[config.mk]
export PLATFORM = sky130hd
export DESIGN_NAME = bcm_bunch_integrator
export DESIGN_NICKNAME = d
export VERILOG_FILES = /design/src/rtl/bcm_pkg.sv /design/src/rtl/bcm_addr_word_pack.sv /design/src/rtl/bcm_bunch_integrator.sv
export SDC_FILE = /design/constraint.sdc
export NUM_CORES = 1
export LEC_CHECK = 0
export ABC_AREA = 1
export BUFFER_PORTS_ARGS = -buffer_cell sky130_fd_sc_hd__buf_4
export CAP_MARGIN = 20
export CORE_UTILIZATION = 50
export CTS_CLUSTER_DIAMETER = 40
export DETAILED_ROUTE_END_ITERATION = 7
export GPL_ROUTABILITY_DRIVEN = 0
export HOLD_SLACK_MARGIN = 0.08
export PLACE_DENSITY = 0.72
export SYNTH_ARGS = -nofsm -noshare
export SYNTH_HDL_FRONTEND = slang
export SYNTH_HIERARCHICAL = 1
export SYNTH_SLANG_ARGS = --single-unit
[constraint.sdc]
create_clock -name sysClk -period 7.2 [get_ports sysClk]
set_input_delay 1.08 -clock sysClk [delete_from_list [all_inputs] [get_ports sysClk]]
set_output_delay 1.08 -clock sysClk [all_outputs]
set_load 0.1 [all_outputs]
[src/rtl/bcm_pkg.sv]
// Shared types and helpers for the BCM bunch integrator.
// Address-word layout, FSM states and result record.
package bcm_pkg;

  localparam int SAMPLE_LSB  = 0;
  localparam int CHANNEL_LSB = 24;

  function automatic int siw(input int n);
    return $clog2(n + 1);
  endfunction

  function automatic int ciw(input int n);
    return (n > 1) ? $clog2(n) : 1;
  endfunction

  typedef enum logic [2:0] {
    IDLE,
    STROBE,
    SETTLE,
    CAPTURE,
    EMIT,
    FINISH
  } bcm_state_e;

  typedef struct packed {
    logic [7:0]         channel;
    logic [31:0]        bunch;
    logic signed [63:0] sum;
    logic               last;
  } bcm_out_t;

endpackage

[src/rtl/bcm_addr_word_pack.sv]
// Packs {channel, address, sample} into the readout address word.
// Shared layout with the acquisition block's software model.
module bcm_addr_word_pack
  import bcm_pkg::*;
#(
  parameter int DAW = 10,
  parameter int SIW = 4,
  parameter int CIW = 1
) (
  input  logic [CIW-1:0] channel_i,
  input  logic [DAW-1:0] addr_i,
  input  logic [SIW-1:0] sample_i,
  output logic [31:0]    word_o
);

  // Field placement; unused bits stay zero.
  always_comb begin
    word_o = '0;
    word_o[SAMPLE_LSB +: SIW]  = sample_i;
    word_o[SIW +: DAW]         = addr_i;
    word_o[CHANNEL_LSB +: CIW] = channel_i;
  end

endmodule

[src/rtl/bcm_bunch_integrator.sv]
// Sweeps the acquisition DPRAM, subtracts a baseline and
// sums groups of samples into per-bunch charge words.
module bcm_bunch_integrator
  import bcm_pkg::*;
#(
  parameter int CHANNEL_COUNT         = 2,
  parameter int AXI_SAMPLES_PER_CLOCK = 8,
  parameter int DPRAM_ADDRESS_WIDTH   = 10,
  parameter int SAMPLES_PER_BUNCH     = 4,
  parameter int SETTLE_CYCLES         = 8,
  parameter int READOUT_SHIFT         = 0,
  parameter int SUM_WIDTH             = 40,
  localparam int SIW = siw(AXI_SAMPLES_PER_CLOCK),
  localparam int CIW = ciw(CHANNEL_COUNT),
  localparam int DAW = DPRAM_ADDRESS_WIDTH,
  localparam int BW  = DAW + SIW
) (
  input  logic                        sysClk,
  input  logic                        sysReset_n,
  input  logic                        start,
  input  logic                        abort,
  input  logic [DAW-1:0]              lastAddress,
  input  logic signed [31:0]          baseline,
  output logic [31:0]                 rdAddrWord,
  output logic                        rdAddrStrobe,
  input  logic signed [31:0]          rdData,
  output logic                        outValid,
  input  logic                        outReady,
  output logic [CIW-1:0]              outChannel,
  output logic [BW-1:0]               outBunch,
  output logic signed [SUM_WIDTH-1:0] outSum,
  output logic                        outLast,
  output logic                        busy,
  output logic                        done
);

  localparam int GW  = $clog2(SAMPLES_PER_BUNCH + 1);
  localparam int SCW = $clog2(SETTLE_CYCLES);
  localparam int BSH = $clog2(SAMPLES_PER_BUNCH);

  localparam logic [SIW-1:0] SMAX  = SIW'(AXI_SAMPLES_PER_CLOCK - 1);
  localparam logic [CIW-1:0] CMAX  = CIW'(CHANNEL_COUNT - 1);
  localparam logic [GW-1:0]  GFULL = GW'(SAMPLES_PER_BUNCH);
  localparam logic [SCW-1:0] SLOAD = SCW'(SETTLE_CYCLES - 1);
  localparam logic [SCW-1:0] SONE  = SCW'(1);
  localparam logic [BW-1:0]  AXI_B = BW'(AXI_SAMPLES_PER_CLOCK);

  bcm_state_e state_q, state_d;

  logic [CIW-1:0]              ch_q, ch_d;
  logic [DAW-1:0]              addr_q, addr_d;
  logic [SIW-1:0]              smp_q, smp_d;
  logic [DAW-1:0]              last_q, last_d;
  logic signed [31:0]          base_q, base_d;
  logic [GW-1:0]               grp_q, grp_d;
  logic [SCW-1:0]              settle_q, settle_d;
  logic signed [SUM_WIDTH-1:0] acc_q, acc_d;
  logic                        busy_q, busy_d;
  logic [CIW-1:0]              och_q, och_d;
  logic [BW-1:0]               obunch_q, obunch_d;
  logic signed [SUM_WIDTH-1:0] osum_q, osum_d;
  logic                        olast_q, olast_d;

  logic [CIW-1:0]              adv_ch;
  logic [DAW-1:0]              adv_addr;
  logic [SIW-1:0]              adv_smp;
  logic [GW-1:0]               grp_inc;
  logic [BW-1:0]               lin;
  logic signed [31:0]          shifted;
  logic signed [32:0]          diff;
  logic signed [SUM_WIDTH-1:0] term;
  logic signed [SUM_WIDTH-1:0] acc_sum;

  bcm_addr_word_pack #(
    .DAW(DAW),
    .SIW(SIW),
    .CIW(CIW)
  ) u_pack (
    .channel_i(ch_q),
    .addr_i   (addr_q),
    .sample_i (smp_q),
    .word_o   (rdAddrWord)
  );

  assign rdAddrStrobe = (state_q == STROBE);
  assign outValid     = (state_q == EMIT);
  assign done         = (state_q == FINISH);
  assign busy         = busy_q;
  assign outChannel   = och_q;
  assign outBunch     = obunch_q;
  assign outSum       = osum_q;
  assign outLast      = olast_q;

  // Next sample position: sample, then address, then channel.
  always_comb begin
    adv_smp  = smp_q + 1'b1;
    adv_addr = addr_q;
    adv_ch   = ch_q;
    if (smp_q == SMAX) begin
      adv_smp  = '0;
      adv_addr = addr_q + 1'b1;
      if (addr_q == last_q) begin
        adv_addr = '0;
        adv_ch   = ch_q + 1'b1;
      end
    end
  end

  // Baseline-corrected term, bunch index and running sum.
  always_comb begin
    shifted = rdData >>> READOUT_SHIFT;
    diff    = {shifted[31], shifted} - {base_q[31], base_q};
    term    = {{(SUM_WIDTH-33){diff[32]}}, diff};
    acc_sum = acc_q + term;
    grp_inc = grp_q + 1'b1;
    lin     = BW'(addr_q) * AXI_B + BW'(smp_q);
  end

  // Sweep sequencing and result capture.
  always_comb begin
    state_d  = state_q;
    ch_d     = ch_q;
    addr_d   = addr_q;
    smp_d    = smp_q;
    last_d   = last_q;
    base_d   = base_q;
    grp_d    = grp_q;
    settle_d = settle_q;
    acc_d    = acc_q;
    busy_d   = busy_q;
    och_d    = och_q;
    obunch_d = obunch_q;
    osum_d   = osum_q;
    olast_d  = olast_q;
    unique case (state_q)
      IDLE: begin
        if (start) begin
          last_d  = lastAddress;
          base_d  = baseline;
          ch_d    = '0;
          addr_d  = '0;
          smp_d   = '0;
          acc_d   = '0;
          grp_d   = '0;
          busy_d  = 1'b1;
          state_d = STROBE;
        end
      end
      STROBE: begin
        settle_d = SLOAD;
        state_d  = SETTLE;
      end
      SETTLE: begin
        settle_d = settle_q - 1'b1;
        if (settle_q == SONE) state_d = CAPTURE;
      end
      CAPTURE: begin
        if (grp_inc == GFULL) begin
          och_d    = ch_q;
          obunch_d = lin >> BSH;
          osum_d   = acc_sum;
          olast_d  = (ch_q == CMAX) && (addr_q == last_q)
                     && (smp_q == SMAX);
          acc_d    = '0;
          grp_d    = '0;
          state_d  = EMIT;
        end else begin
          acc_d   = acc_sum;
          grp_d   = grp_inc;
          ch_d    = adv_ch;
          addr_d  = adv_addr;
          smp_d   = adv_smp;
          state_d = STROBE;
        end
      end
      EMIT: begin
        if (outReady) begin
          ch_d    = adv_ch;
          addr_d  = adv_addr;
          smp_d   = adv_smp;
          state_d = olast_q ? FINISH : STROBE;
        end
      end
      FINISH: begin
        busy_d  = 1'b0;
        state_d = IDLE;
      end
      default: state_d = IDLE;
    endcase
    if (abort) begin
      state_d = IDLE;
      busy_d  = 1'b0;
      acc_d   = '0;
      grp_d   = '0;
    end
  end

  // State and datapath registers with synchronous reset.
  always_ff @(posedge sysClk) begin
    if (!sysReset_n) begin
      state_q  <= IDLE;
      ch_q     <= '0;
      addr_q   <= '0;
      smp_q    <= '0;
      last_q   <= '0;
      base_q   <= '0;
      grp_q    <= '0;
      settle_q <= '0;
      acc_q    <= '0;
      busy_q   <= 1'b0;
      och_q    <= '0;
      obunch_q <= '0;
      osum_q   <= '0;
      olast_q  <= 1'b0;
    end else begin
      state_q  <= state_d;
      ch_q     <= ch_d;
      addr_q   <= addr_d;
      smp_q    <= smp_d;
      last_q   <= last_d;
      base_q   <= base_d;
      grp_q    <= grp_d;
      settle_q <= settle_d;
      acc_q    <= acc_d;
      busy_q   <= busy_d;
      och_q    <= och_d;
      obunch_q <= obunch_d;
      osum_q   <= osum_d;
      olast_q  <= olast_d;
    end
  end

endmodule

### Word-level counts from Yosys, hierarchy flattened

Index checks and enable logic that the tools add are counted.

* add/sub/neg operators: 8
* $mul: 0
* divide/modulo/power cells: 0
* order comparisons: 0
* equality and inequality tests: 13
* shifts and indexed selects: 0
* muxes and demuxes: 32
* bitwise gates (word level): 1
* reduce and logical (&&, ||, !) cells: 14

Operators by type and width (count)
* $mux 40: 2
* $pmux 40 s2: 1
* $mux 10: 5
* $add 40x33->40: 1
* $sub 32x32->33: 1
* $pmux 10 s3: 1
* $mux 3: 7
* $mux 4: 4
* $pmux 3 s5: 1
* $add 13x4->14: 1
* $pmux 3 s2: 2
* $pmux 4 s3: 1
* $add 10x1->10 const B: 1
* $eq 10x10->1: 1
* $eq 3x3->1 const B: 3
* $reduce_and 2->1: 4
* $eq 3x1->1 const B: 2
* $eq 3x2->1 const B: 2
* $mux 1: 6
* $ne 2x2->1 const B: 3
* $reduce_bool 2->1: 3
* $add 4x1->4 const B: 1
* $eq 4x3->1 const B: 1
* $reduce_and 4->1: 1
* 12 further kinds: 13

* bits in registers: 161
* bits in latches: 0
* memory bits (writable): 0
* memory bits (read-only): 0
* memories: 0

### Longest topological paths before layout

* depth in word-level cells: 5
* gate-level depth with buffers: 20
* depth with buffers taken out: 20

### Cells and area by module

Netlist, hierarchy kept.

By module, submodules not included
* bcm_bunch_integrator: instances 1, cells an instance 1673, area an instance 10785.3 um^2
* bcm_addr_word_pack: instances 1, cells an instance 33, area an instance 244.0 um^2

### Worst setup path after synthesis

OpenSTA, ideal clock, no wires.

* path kind: input -> register
* start: input rdData[2]
* end: register osum_q[23] (netlist: outSum[23])
* arrival time: 3145 ps
* required time: 7092 ps
* slack: 3947 ps
* cell stages on the path: 13
* path through: inv_1 fa_1 inv_1 ha_1 or2_2 nand3_1 nand2_1 nand2_1 nand3_1 or2_2 nand2_1 a21o_1 inv_1

* cells in the longest elaborated chain, start to end: 2

Ends and longest elaborated chain
* start: declaration: line bcm_bunch_integrator.sv:26 `input logic signed [31:0] rdData,`
* $sub 32x32->33: line bcm_bunch_integrator.sv:112 `diff = {shifted[31], shifted} - {base_q[31], base_q};`
* $add 40x33->40: line bcm_bunch_integrator.sv:114 `acc_sum = acc_q + term;`
* end signal: assignment: line bcm_bunch_integrator.sv:228 `osum_q <= osum_d;`
* end: declaration: line bcm_bunch_integrator.sv:61 `logic signed [SUM_WIDTH-1:0] osum_q, osum_d;`

No other way between the ends.
A chain may end at the register's enable or synchronous reset.

### Worst setup path in the final report

* start: input rdData[5]
* end: register osum_q[33] (netlist: outSum[33])

The elaborated chain is that of the path after synthesis.

==> impl_metrics.prom <==
# TYPE chip_impl_metric gauge
chip_impl_info{name="run_status",value="finished, final reports clean"} 1
chip_impl_info{name="globalRoute.busiestLayer",value="met2"} 1
chip_impl_metric{name="syn-mean-instance-area",unit="um2"} 6.47
chip_impl_metric{name="tightest_slew",unit="ps"} 1080
chip_impl_info{name="critPathLaunch",value="rdData[5]"} 1
chip_impl_info{name="cpMaxStageDelayCell",value="fa_1"} 1
chip_impl_metric{name="postCtsHoldBufs",unit=""} 0
chip_impl_metric{name="fin_nets",unit=""} 1983
chip_impl_metric{name="worst_path_max_fanout",unit=""} 4
chip_impl_info{name="worst_r2r_startpoint",value="acc_q[5]"} 1
chip_impl_info{name="worstSetupPathType",value="input pin to flip-flop"} 1
chip_impl_metric{name="cts-htree-levels",unit=""} 4
chip_impl_metric{name="cell_internal_pwr",unit="uW"} 1660
chip_impl_metric{name="rows",unit=""} 53
chip_impl_metric{name="multi_input_area",unit="um2"} 5970
chip_impl_metric{name="use_met3",unit=""} 0.0452
chip_impl_info{name="clock-root-buffer",value="clkbuf_16"} 1
chip_impl_metric{name="ys_async_sr_fraction",unit=""} 0
chip_impl_metric{name="power.share.switching",unit=""} 0.393
chip_impl_metric{name="core_outline_area",unit="um2"} 21400
chip_impl_metric{name="grt_use_met1",unit=""} 0.344
chip_impl_metric{name="grt_util_all_layers",unit=""} 0.253
chip_impl_metric{name="place.port_buffers",unit=""} 151
chip_impl_metric{name="vias",unit=""} 10300
chip_impl_metric{name="seq_area",unit="um2"} 3220
chip_impl_metric{name="numCtsBuffers",unit=""} 17
chip_impl_metric{name="post_cts_sizing_count",unit=""} 0
chip_impl_metric{name="drt_first_iter_violations",unit=""} 527
chip_impl_info{name="synth_top_cells_by_area",value="dfxtp_1 29%, nand2_1 14%, inv_1 13%, fa_1 7.1%, nor2_1 6.3%"} 1
chip_impl_metric{name="synth.yosys.warnings",unit=""} 6
chip_impl_metric{name="initial_antenna_violation_count",unit=""} 0
chip_impl_metric{name="first_global_vias",unit=""} 9717
chip_impl_metric{name="grt_overflow",unit=""} 0
chip_impl_metric{name="yosysUniqueCellTypes",unit=""} 43
chip_impl_metric{name="cap_viol_max_count",unit=""} 0
chip_impl_metric{name="setup.reg_to_reg.worst_slack",unit="ps"} 4330
chip_impl_metric{name="finalClockSkew",unit="ps"} 12.8
chip_impl_metric{name="r2r.worst_path.cells",unit=""} 17
chip_impl_metric{name="clk-insertion-delay-late",unit="ps"} 450
chip_impl_metric{name="hold_ws",unit="ps"} 465
chip_impl_metric{name="remaining_drcs",unit=""} 0
chip_impl_metric{name="cts-root-to-sink-buffers",unit=""} 2
chip_impl_metric{name="post_drt_via_cell_ratio",unit=""} 4.88
chip_impl_metric{name="route.final.wire_length",unit="mm"} 27.4
chip_impl_metric{name="die_area",unit="um2"} 22700
chip_impl_metric{name="hold_viol_final",unit=""} 0
chip_impl_metric{name="fp.dieH",unit="um"} 151
chip_impl_metric{name="starting_density_of_the_core",unit=""} 0.517
chip_impl_metric{name="final_layout_size_suffix_gt1_frac",unit=""} 0.119
chip_impl_metric{name="rel_slew_slack",unit=""} 0.279
chip_impl_info{name="min-delay-path-class",value="flip-flop to flip-flop"} 1
chip_impl_metric{name="cellLeakagePower",unit="uW"} 0.00667
chip_impl_info{name="timing.critical_path.cells",value="buf_4 > inv_1 > fa_1 > inv_1 > ha_1 > nand2_1 > nor2_1 > nand3_1 > nand3_1 > nand2_1 > nand2_1 > nand2_1 > nand2_1 > nand2_1 > nand2_1 > nand2_1 > nand2_1 > inv_1"} 1
chip_impl_info{name="endpoint_kind",value="flip-flop"} 1
chip_impl_metric{name="synth_enable_flop_cells",unit=""} 0
chip_impl_metric{name="post-route-min-period",unit="ps"} 3320
chip_impl_metric{name="insertedDiodeCount",unit=""} 0
chip_impl_metric{name="ir_worst_vdd",unit="mV"} 0.140
chip_impl_info{name="cts_tree",value="yes"} 1
chip_impl_metric{name="cp_slowest_stage_delay",unit="ps"} 530
chip_impl_metric{name="post_cts.repair.setup_buffers",unit=""} 0
chip_impl_metric{name="final.period_utilization",unit=""} 0.461
chip_impl_metric{name="yosysTopAreaCellShare",unit=""} 0.292
chip_impl_metric{name="grt_pass1_wl",unit="mm"} 45.7
chip_impl_metric{name="max_freq",unit="GHz"} 0.301
chip_impl_info{name="critical_path.reg2reg.endpoint",value="outSum[33]"} 1
chip_impl_metric{name="boundaryPins",unit=""} 171
chip_impl_metric{name="post_synth_inst_count",unit=""} 1706
chip_impl_metric{name="syn_area",unit="um2"} 11000
chip_impl_metric{name="power_frac_clock",unit=""} 0.342
chip_impl_metric{name="detail_route.wl_per_cell",unit="um"} 13.0
chip_impl_metric{name="seq_area_frac_synth",unit=""} 0.292
chip_impl_metric{name="power_switching",unit="uW"} 1070
chip_impl_metric{name="setup-tns-final",unit="ps"} 0
chip_impl_metric{name="clkTransAtPathRegs",unit="ps"} 80
chip_impl_metric{name="p_per_area",unit="nW/um2"} 214
chip_impl_info{name="crit_end",value="outSum[33]"} 1
chip_impl_metric{name="met2_use_gr",unit=""} 0.409
chip_impl_metric{name="detail-route-antenna-nets",unit=""} 0
chip_impl_info{name="yosys.cell_count.top_type",value="nand2_1"} 1
chip_impl_info{name="synthTopCellsByCount",value="401 x nand2_1, 382 x inv_1, 186 x nor2_1"} 1
chip_impl_info{name="yosysTopAreaCell",value="dfxtp_1"} 1
chip_impl_metric{name="fillerInstances",unit=""} 2035
chip_impl_info{name="synthFlopType",value="dfxtp_1"} 1
chip_impl_metric{name="drt_pass1_iterations",unit=""} 5
chip_impl_info{name="critical-path-top-cell-by-count",value="nand2_1"} 1
chip_impl_metric{name="part_of_the_power_in_combinational_logic",unit=""} 0.313
chip_impl_metric{name="finalSetupViolations",unit=""} 0
chip_impl_metric{name="critical_path_arrival",unit="ps"} 3670
chip_impl_metric{name="grt_max_degree",unit=""} 87
chip_impl_metric{name="area_overhead_vs_synth",unit="%"} 15.9
chip_impl_metric{name="final_max_slew_viol_count",unit=""} 0
chip_impl_metric{name="die_width",unit="um"} 151
chip_impl_metric{name="hpwlAfterDp",unit="mm"} 20.1
chip_impl_metric{name="synth-seq-cells",unit=""} 161
chip_impl_info{name="rsz0062_at_grt",value="no"} 1
chip_impl_metric{name="seqPwrFrac",unit=""} 0.346
chip_impl_info{name="start_kind",value="input pin"} 1
chip_impl_metric{name="clock_sink_count",unit=""} 161
chip_impl_metric{name="crit_required",unit="ps"} 7550
==> registers in the layout, summed over array words and instances (netlist names) <==
name / cells
grp_q: 3
outSum: 40
busy: 1
ch_q: 1
last_q: 10
settle_q: 3
outChannel: 1
outBunch: 12
addr_q: 10
smp_q: 4
outLast: 1
state_q: 3
base_q: 32
acc_q: 40
==> worst min-delay path by stage <==
stage / endpoint / cells after the start / slack [ps] / from
2_1_floorplan: base_q[0] / 2 / 430 / base_q[0]
3_3_place_gp: base_q[0] / 2 / 440 / base_q[0]
4_1_cts: last_q[9] / 2 / 470 / last_q[9]
6_report: last_q[9] / 2 / 460 / last_q[9]
3_5_place_dp: last_q[9] / 2 / 450 / last_q[9]
5_1_grt: acc_q[16] / 2 / 480 / acc_q[16]
==> stage by stage <==
step	instance area, um2	instances	worst slack, ps	util	power, uW
after floorplan	11100	1723	3950	-	1600
after global routing	12800	2104	3660	0.599	2900
after global placement	12200	2072	3530	0.570	1800
final	12800	2104	3880	0.599	2730
after detailed placement	12200	2072	3510	0.570	1800
after CTS	12800	2104	3930	0.599	2740
==> final cells by class <==
type                    instances  share of cell area
clock inverters                15              0.0143
multi-input cells            1089               0.467
well taps                     275              0.0269
repair buffers                155              0.0910
inverters                     392               0.115
flip-flops and latches        161               0.252
clock buffers                  17              0.0333
==> per-layer routing <==
metal	vias up	share of wire	wire [um]
met5	-	0	0
met4	0	0.022	601
met3	39	0.061	1680
met2	316	0.44	12000
met1	4580	0.48	13200
li1	5322	-	-
==> power by group through the flow <==
stage          logic [uW]  clock network [uW]  registers [uW]
3_3_place_gp          831                   0             965
6_report              855                 934             945
2_1_floorplan         641                   0             961
3_5_place_dp          839                   0             965
4_1_cts               850                 947             945
5_1_grt               963                 987             949
==> logic make-up after synthesis <==
family	Yosys count	synth area share
flops	161	0.292
xor+xnor	34	0.0270
other cells	2	0.000681
simple gates	693	0.258
compound gates	255	0.122
buf+inv	473	0.173
fa+ha+maj	88	0.126
==> layout by cell type, fill, tap and decap left out, types with 2 or more instances in the layout <==
cell	count
clkbuf_16	17
nor3_4	2
nor3_1	12
ha_1	49
inv_2	8
nand4_1	3
buf_4	155
a211oi_1	6
o31ai_1	4
o211ai_1	2
nand2_2	2
clkinv_8	5
inv_1	382
o21ai_0	92
nand3_1	68
xor2_1	25
xnor2_1	9
a31oi_1	5
fa_1	39
nor3_2	3
nor2_4	4
a21oi_1	135
nand2_1	401
dfxtp_1	161
or2_2	3
nor2_1	186
inv_6	2
nand3b_1	3
o21ai_1	4
inv_8	6
conb_1	19
==> worst max-delay path: cells and delay by family <==
family        cells  cell delay [ps]
buf+inv           4              210
fa+ha+maj         2              900
simple gates     12             1470
No activity file was read; power rests on OpenSTA's default activity.
